**src/rtl/buart_txq_pkg.sv**
```systemverilog
// Shared constants and types for the buart transmit queue.
// Holds the default queue depth and the pacer state encoding.
package buart_txq_pkg;

  localparam int CFG_TXQ_DEPTH = 16;

  typedef enum logic [1:0] {
    PACE_IDLE   = 2'd0,
    PACE_STROBE = 2'd1,
    PACE_SETTLE = 2'd2
  } pace_state_e;

endpackage

```
**src/rtl/buart_txq_byte_fifo.sv**
```systemverilog
// Power-of-two byte FIFO with an explicit level counter.
// A push into a full FIFO is accepted when a pop happens in the same cycle.
module buart_txq_byte_fifo #(
  parameter int DEPTH = 16,
  parameter int AW    = $clog2(DEPTH)
) (
  input  logic          clk,
  input  logic          resetq,
  input  logic          push,
  input  logic [7:0]    push_data,
  input  logic          pop,
  output logic [7:0]    rd_data,
  output logic          full,
  output logic          empty,
  output logic [AW:0]   level,
  output logic          drop
);

  localparam logic [AW:0]   LEVEL_MAX = (AW+1)'(DEPTH);
  localparam logic [AW:0]   LEVEL_ONE = (AW+1)'(1);
  localparam logic [AW-1:0] PTR_ONE   = AW'(1);

  logic [7:0]    mem [DEPTH];
  logic [AW-1:0] wr_ptr;
  logic [AW-1:0] rd_ptr;
  logic          push_ok;

  assign full    = (level == LEVEL_MAX);
  assign empty   = (level == '0);
  assign push_ok = push && (!full || pop);
  assign drop    = push && full && !pop;
  assign rd_data = mem[rd_ptr];

  // Storage is not reset; only the pointers and level define valid contents.
  always_ff @(posedge clk) begin
    if (push_ok) begin
      mem[wr_ptr] <= push_data;
    end
  end

  always_ff @(posedge clk or negedge resetq) begin
    if (!resetq) begin
      wr_ptr <= '0;
      rd_ptr <= '0;
      level  <= '0;
    end else begin
      if (push_ok) begin
        wr_ptr <= wr_ptr + PTR_ONE;
      end
      if (pop) begin
        rd_ptr <= rd_ptr + PTR_ONE;
      end
      case ({push_ok, pop})
        2'b10:   level <= level + LEVEL_ONE;
        2'b01:   level <= level - LEVEL_ONE;
        default: level <= level;
      endcase
    end
  end

endmodule

```
**src/rtl/buart_txq.sv**
```systemverilog
// Transmit byte queue feeding the buart wr/tx_data strobe interface.
// Buffers CPU writes and paces them onto the UART using its busy flag.
module buart_txq
  import buart_txq_pkg::*;
#(
  parameter int DEPTH = CFG_TXQ_DEPTH,
  parameter int AW    = $clog2(DEPTH)
) (
  input  logic        clk,
  input  logic        resetq,
  input  logic        push,
  input  logic [7:0]  push_data,
  input  logic        ovf_clr,
  output logic        full,
  output logic        empty,
  output logic [AW:0] level,
  output logic        overflow,
  output logic        uart_wr,
  output logic [7:0]  uart_data,
  input  logic        uart_busy,
  output pace_state_e state
);

  // Handshakes: push is fire-and-forget (dropped and flagged when full with no
  // pop); uart_wr is a one-cycle strobe issued only from IDLE with busy low,
  // and uart_data is held stable from that strobe until the next one.

  pace_state_e state_next;
  logic        pop;
  logic        drop;
  logic [7:0]  rd_data;

  buart_txq_byte_fifo #(
    .DEPTH (DEPTH),
    .AW    (AW)
  ) u_fifo (
    .clk       (clk),
    .resetq    (resetq),
    .push      (push),
    .push_data (push_data),
    .pop       (pop),
    .rd_data   (rd_data),
    .full      (full),
    .empty     (empty),
    .level     (level),
    .drop      (drop)
  );

  // The entry is consumed while its strobe is on the wire.
  assign pop = (state == PACE_STROBE);

  always_comb begin
    state_next = state;
    case (state)
      PACE_IDLE:   if (!empty && !uart_busy) state_next = PACE_STROBE;
      PACE_STROBE: state_next = PACE_SETTLE;
      // buart raises busy one cycle after wr, so busy is not trusted here.
      PACE_SETTLE: state_next = PACE_IDLE;
      default:     state_next = PACE_IDLE;
    endcase
  end

  always_ff @(posedge clk or negedge resetq) begin
    if (!resetq) begin
      state     <= PACE_IDLE;
      uart_wr   <= 1'b0;
      uart_data <= 8'h00;
    end else begin
      state   <= state_next;
      uart_wr <= (state_next == PACE_STROBE);
      if (state == PACE_IDLE && state_next == PACE_STROBE) begin
        uart_data <= rd_data;
      end
    end
  end

  // A drop in the same cycle as a clear keeps the flag set.
  always_ff @(posedge clk or negedge resetq) begin
    if (!resetq) begin
      overflow <= 1'b0;
    end else if (drop) begin
      overflow <= 1'b1;
    end else if (ovf_clr) begin
      overflow <= 1'b0;
    end
  end

endmodule

```
**config.mk**
```make
export PLATFORM = sky130hd
export DESIGN_NAME = buart_txq
export DESIGN_NICKNAME = d
export VERILOG_FILES = /design/src/rtl/buart_txq_pkg.sv /design/src/rtl/buart_txq_byte_fifo.sv /design/src/rtl/buart_txq.sv
export SDC_FILE = /design/constraint.sdc
export NUM_CORES = 1
export LEC_CHECK = 0
export CAP_MARGIN = 40
export CORE_MARGIN = 5
export CORE_UTILIZATION = 55
export DETAILED_ROUTE_END_ITERATION = 8
export GPL_TIMING_DRIVEN = 0
export PLACE_DENSITY = 0.77
export SYNTH_ARGS = -nofsm -noshare
export SYNTH_HDL_FRONTEND = slang
export SYNTH_SLANG_ARGS = --single-unit
```
**constraint.sdc**
```tcl
create_clock -name clk -period 3.7 [get_ports clk]
set_input_delay 0.74 -clock clk [delete_from_list [all_inputs] [get_ports clk]]
set_output_delay 0.74 -clock clk [all_outputs]
set_load 0.05 [all_outputs]
```
; After elaboration in Yosys (flattened, before gate mapping)
; Memories as Yosys holds them, arrays and structs flattened. A register that Yosys moved wholly into a read port is not among the register bits.
; Index checks and enable logic that the tools add are counted.
[totals]
reg_bits = 17
output_inout_bits = 19
ramBits = 128
n_memories = 1
[op_classes]
add_sub_neg = 4
eq_ne = 5
n_reduce_logical = 15
muxes = 7
[memory_table]
columns = name, depth, word_bits, read_ports, rd_ports_with_merged_regs, write_ports, line
row1 = u_fifo.mem, 16, 8, 1, 1, 1, buart_txq_byte_fifo.sv:23  ; logic [7:0] mem [DEPTH];
[ops]
columns = operator, n
row1 = one-hot mux 5 bit (2 select lines), 1
row2 = "adder 4 x 1 -> 4 bit, second input constant", 2
row3 = "== test 2 x 1 -> 1 bit, second input constant", 3
row4 = "adder 5 x 1 -> 5 bit, second input constant", 1
row5 = "== test 5 bit, second input constant", 1
row6 = logical AND 1 bit, 5
row7 = zero test 1 bit, 5
row8 = zero test 5 bit, 1
row9 = "subtractor 5 x 1 -> 5 bit, second input constant", 1
row10 = two-way mux 1 bit, 4
row11 = one-hot mux 2 bit (2 select lines), 1
row12 = nonzero test 2 bit, 2
row13 = "== test 2 bit, second input constant", 1
row14 = zero test 2 bit, 1
row15 = two-way mux 2 bit, 1
row16 = logical OR 1 bit, 1

; Depth between registers and ports, before layout
[depth]
ltp_word = 7
mapped_depth = 9
mapped_depth_nobuf = 9

; Hierarchy
; From an unflattened synthesis, not the netlist that was laid out.
[unflattened]
hier_cells = 324
area_unflattened_um2 = 6202.2
[modules_own_cells]
columns = mod, n_inst, area_each_um2, seq_area_each_um2, cells_per_inst
row1 = buart_txq_byte_fifo, 1, 5766.8, 4169.0, 299
row2 = buart_txq, 1, 435.4, 300.3, 25

; Worst setup path after synthesis
; No wires, ideal clock.
[synth_path]
path_kind = register to register
startpoint = reg state[1]
endpoint = mem u_fifo.mem[3][0] (enable)
required_time_ns = 3.317
setup_slack_ns = 1.198
t_arrival_ns = 2.118
period_less_slack_ns = 2.502
n_path_buf = 1
path_stages_with_launch = 7
setup_time_ns = 0.383
cell_sequence = dfrtp_1 > nand2b_1 > inv_1 > o21a_1 > clkbuf_1 > nand2_1 > nor3_1
[synth_between]
elab_chain_len = 5
[synth_rtl]
columns = item, line
row1 = "start, declared", buart_txq.sv:21  ; output pace_state_e state
row2 = "start signal, assigned", buart_txq.sv:69  ; state <= state_next;
row3 = == test 2 x 1 -> 1 bit, buart_txq.sv:50  ; assign pop = (state == PACE_STROBE);
row4 = logical OR 1 bit, buart_txq_byte_fifo.sv:30  ; assign push_ok = push && (!full || pop);
row5 = logical AND 1 bit, buart_txq_byte_fifo.sv:30
row6 = two-way mux 1 bit, buart_txq_byte_fifo.sv:36  ; if (push_ok) begin
row7 = two-way mux 1 bit (not written as such), buart_txq_byte_fifo.sv:37  ; mem[wr_ptr] <= push_data;
row8 = "end, declared", buart_txq_byte_fifo.sv:23
; No other way between the ends.

; Final worst setup path
[layout_path]
startpoint = reg u_fifo.level[1]
endpoint = out full
[layout_between]
elab_chain_len = 1
[layout_rtl]
columns = item, line
row1 = "start, declared", buart_txq_byte_fifo.sv:15  ; output logic [AW:0] level,
row2 = "start signal, assigned", buart_txq_byte_fifo.sv:54  ; 2'b10: level <= level + LEVEL_ONE;
row3 = "start signal, assigned", buart_txq_byte_fifo.sv:55  ; 2'b01: level <= level - LEVEL_ONE;
row4 = "start signal, assigned", buart_txq_byte_fifo.sv:56  ; default: level <= level;
row5 = == test 5 bit, buart_txq_byte_fifo.sv:28  ; assign full = (level == LEVEL_MAX);
row6 = "end, declared", buart_txq.sv:14  ; output logic full,
; No other way between the ends.

==> flow_metrics.tcl <==
set metrics [dict create \
    dp_cells 508 \
    endpoint_kind "output pin" \
    seq_area_frac_synth_pct 73.08 \
    ios 32 \
    combinationalPowerShare_pct 34.3 \
    n_antenna_cell 0 \
    r2r-start "state[1]$_DFF_PN0_" \
    synth_top_area_share_pct 62.85 \
    die_h_um 115.5 \
    synth_edf_count 128 \
    initial_utilization_pct 56.17 \
    p_leak_nw 2.562 \
    cts_made_buffers 17 \
    initialDrtViolationCount 272 \
    cts_setup_buffers 0 \
    yosys.cell_types.count 29 \
    gp_congestion 0.7582 \
    drv_cap 0 \
    r2r_setup_slack_ns 0.94 \
    worst_slew_pin_slew_ns 0.9080 \
    dr_total_vias 3147 \
    postSynth.asyncResetShare_pct 16.34 \
    antenna_left 0 \
    ir_drop_mv 0.4853 \
    max_clock_freq_mhz 317.1 \
    rr_worst_depth 7 \
    p_int_mw 4.105 \
    crit_start "u_fifo.level[1]$_DFFE_PN0P_" \
    crit_path_end "full" \
    r2r-end "u_fifo.mem[3][1]$_DFFE_PP_" \
    hold_path_class "flip-flop to flip-flop" \
    ys_ff_latch 153 \
    ys_top_cells_by_count "128 x edfxtp_1, 32 x mux4_2, 28 x nand2_1" \
    syn_area_um2 6116 \
    grt_overflow 0 \
    vias_per_cell 5.806 \
    finalCriticalPeriod_ns 3.154 \
    clk_pin_slew_worst_paths_ns 0.06 \
    synth_warnings 0 \
    yosysMostFrequentCell "edfxtp_1" \
    h-tree-depth 4 \
    grt_pass1_wl_um 18910 \
    critPathRequiredTime_ns 2.96 \
    clock_path_buffers 2 \
    drcViolationCount 0 \
    dp_hpwl_um 7868 \
    cts.sinks 153 \
    dieArea_um2 13330 \
    num_rows 38 \
    crit_type "flip-flop to output pin" \
    relSlewSlack_pct 39.24 \
    fp.coreArea_um2 10890 \
    slew_viol_final 0 \
    grt_start_max_net_pins 17 \
    synthFlopType "edfxtp_1" \
    synthCells 330 \
    cts_hold_buffers 0 \
    drive_gt1_share_pct 22.14 \
    fin_nets 411 \
    grt_use_total_pct 20.13 \
    yosysTopAreaCell "edfxtp_1" \
    die_x_um 115.5 \
    syn_area_per_cell_um2 18.53 \
    netSwitchingPower_mw 1.951 \
    tns_ns 0 \
    tritoncts "done" \
    routedWlPerCell_um 22.41 \
    status "completed" \
    stdcell_count 542 \
    rsz0062_at_grt "no" \
    synthesis.nets 352 \
    areaGrowthSynthToFinish_pct 18.64 \
    power.density_nw_per_um2 834.7 \
    final_util_pct 66.64 \
    finalSetupViolations 0 \
    p_seq_share_pct 37.5 \
    skew_ns 0.01071 \
    post_cts_resized 0 \
    period_share_pct 85.24 \
    port_buffers 31 \
    firstDrtPassIters 5 \
    root_buffer "clkbuf_8" \
    path_max_fanout 4 \
    hold_viol_final 0 \
    power_mw 6.057 \
    grt_pass1_vias 3289 \
    insertion_delay_ns 0.52 \
    ys_top_cells_by_area "edfxtp_1 63%, mux4_2 12%, dfrtp_1 10%, mux2_2 1.8%, nand2_1 1.7%" \
    arrival_ns 2.41 \
    grt_antenna_before_repair 0 \
    finalWirelength_um 12150 \
    startpoint_type "flip-flop" \
    p_clk_share_pct 28.2 \
    switching_share_pct 32.22 \
]
-- through the flow --
step	cell area, um^2	worst slack [ns]	hold slack [ns]
floorplan	6116	1.198	0.4444
global placement	6601	0.2396	0.4688
detailed placement	6651	0.5473	0.4776
CTS	7241	0.4871	0.4915
global route	7256	0.4161	0.5212
finish	7256	0.5462	0.4854
-- cell usage in the layout, fill, tap and decap left out, types with 4 or more instances in the layout --
| cell type | count |
|---|---|
| nor3_1 | 4 |
| clkbuf_16 | 16 |
| clkbuf_8 | 4 |
| inv_1 | 11 |
| xnor2_1 | 10 |
| nand2_1 | 28 |
| mux2_2 | 10 |
| mux4_2 | 32 |
| clkdlybuf4s50_1 | 31 |
| ha_1 | 8 |
| nor2_1 | 14 |
| mux2i_1 | 10 |
| o21ai_1 | 13 |
| clkbuf_1 | 9 |
| dfrtp_1 | 25 |
| buf_2 | 8 |
| edfxtp_1 | 128 |
| o21ai_0 | 4 |
| buf_4 | 6 |
-- routing by layer --
layer	vias up	wire, um	global-route usage, %
li1	1388	-	-
met1	1605	4817	26.84
met2	144	6329	33.26
met3	10	892	5.326
met4	0	107	5.712
met5	-	0	0
-- worst max-delay path, cell delays in order (launching register included) --
cell and delay [ns]:
dfrtp_1 0.42, nor4_2 0.43, nand2_1 0.17, inv_1 0.08, clkdlybuf4s50_1 0.80
-- worst min-delay path by stage --
stage | end | cells after the start | slack [ns] | from
3_3_place_gp | uart_data[7]$_DFFE_PN0P_ | 2 | 0.47 | uart_data[7]$_DFFE_PN0P_
6_report | uart_data[7]$_DFFE_PN0P_ | 2 | 0.49 | uart_data[7]$_DFFE_PN0P_
3_5_place_dp | uart_data[7]$_DFFE_PN0P_ | 2 | 0.48 | uart_data[7]$_DFFE_PN0P_
2_1_floorplan | overflow$_DFFE_PN0P_ | 0 | 0.44 | resetq
5_1_grt | uart_data[2]$_DFFE_PN0P_ | 2 | 0.52 | uart_data[2]$_DFFE_PN0P_
4_1_cts | uart_data[7]$_DFFE_PN0P_ | 2 | 0.49 | uart_data[7]$_DFFE_PN0P_
-- state kept, by name (all words and copies together), names as in the netlist --
signal,flops
overflow,1
state,2
u_fifo.level,5
u_fifo.mem,128
u_fifo.rd_ptr,4
u_fifo.wr_ptr,4
uart_data,8
uart_wr,1
-- logic make-up after synthesis --
kind of cell	count (synthesis)	synth area share, %
mux	52	15.26
flops	153	73.08
compound gates	24	2.107
simple gates	54	3.846
buf+inv	28	2.312
xor+xnor	10	1.432
fa+ha+maj	9	1.964
-- power by group through the flow --
stage               clock network, mW  logic, mW  registers (mW)
CTS                              1.73       2.10            2.27
global placement                    0       2.00            2.28
global route                     1.81       2.24            2.29
detailed placement                  0       2.07            2.30
floorplan                           0       1.20            2.56
finish                           1.71       2.08            2.27
-- layout make-up --
class / instances / area [um^2]
inverters: 11 / 41.29
flip-flops and latches: 153 / 4469
clock inverters: 7 / 115.1
well taps: 140 / 175.2
clock buffers: 25 / 474.2
fillers: 693 / 3632
multi-input cells: 149 / 1505
plain buffers: 17 / 100.1
repair buffers: 40 / 375.4
No activity file was read; power rests on OpenSTA's default activity.
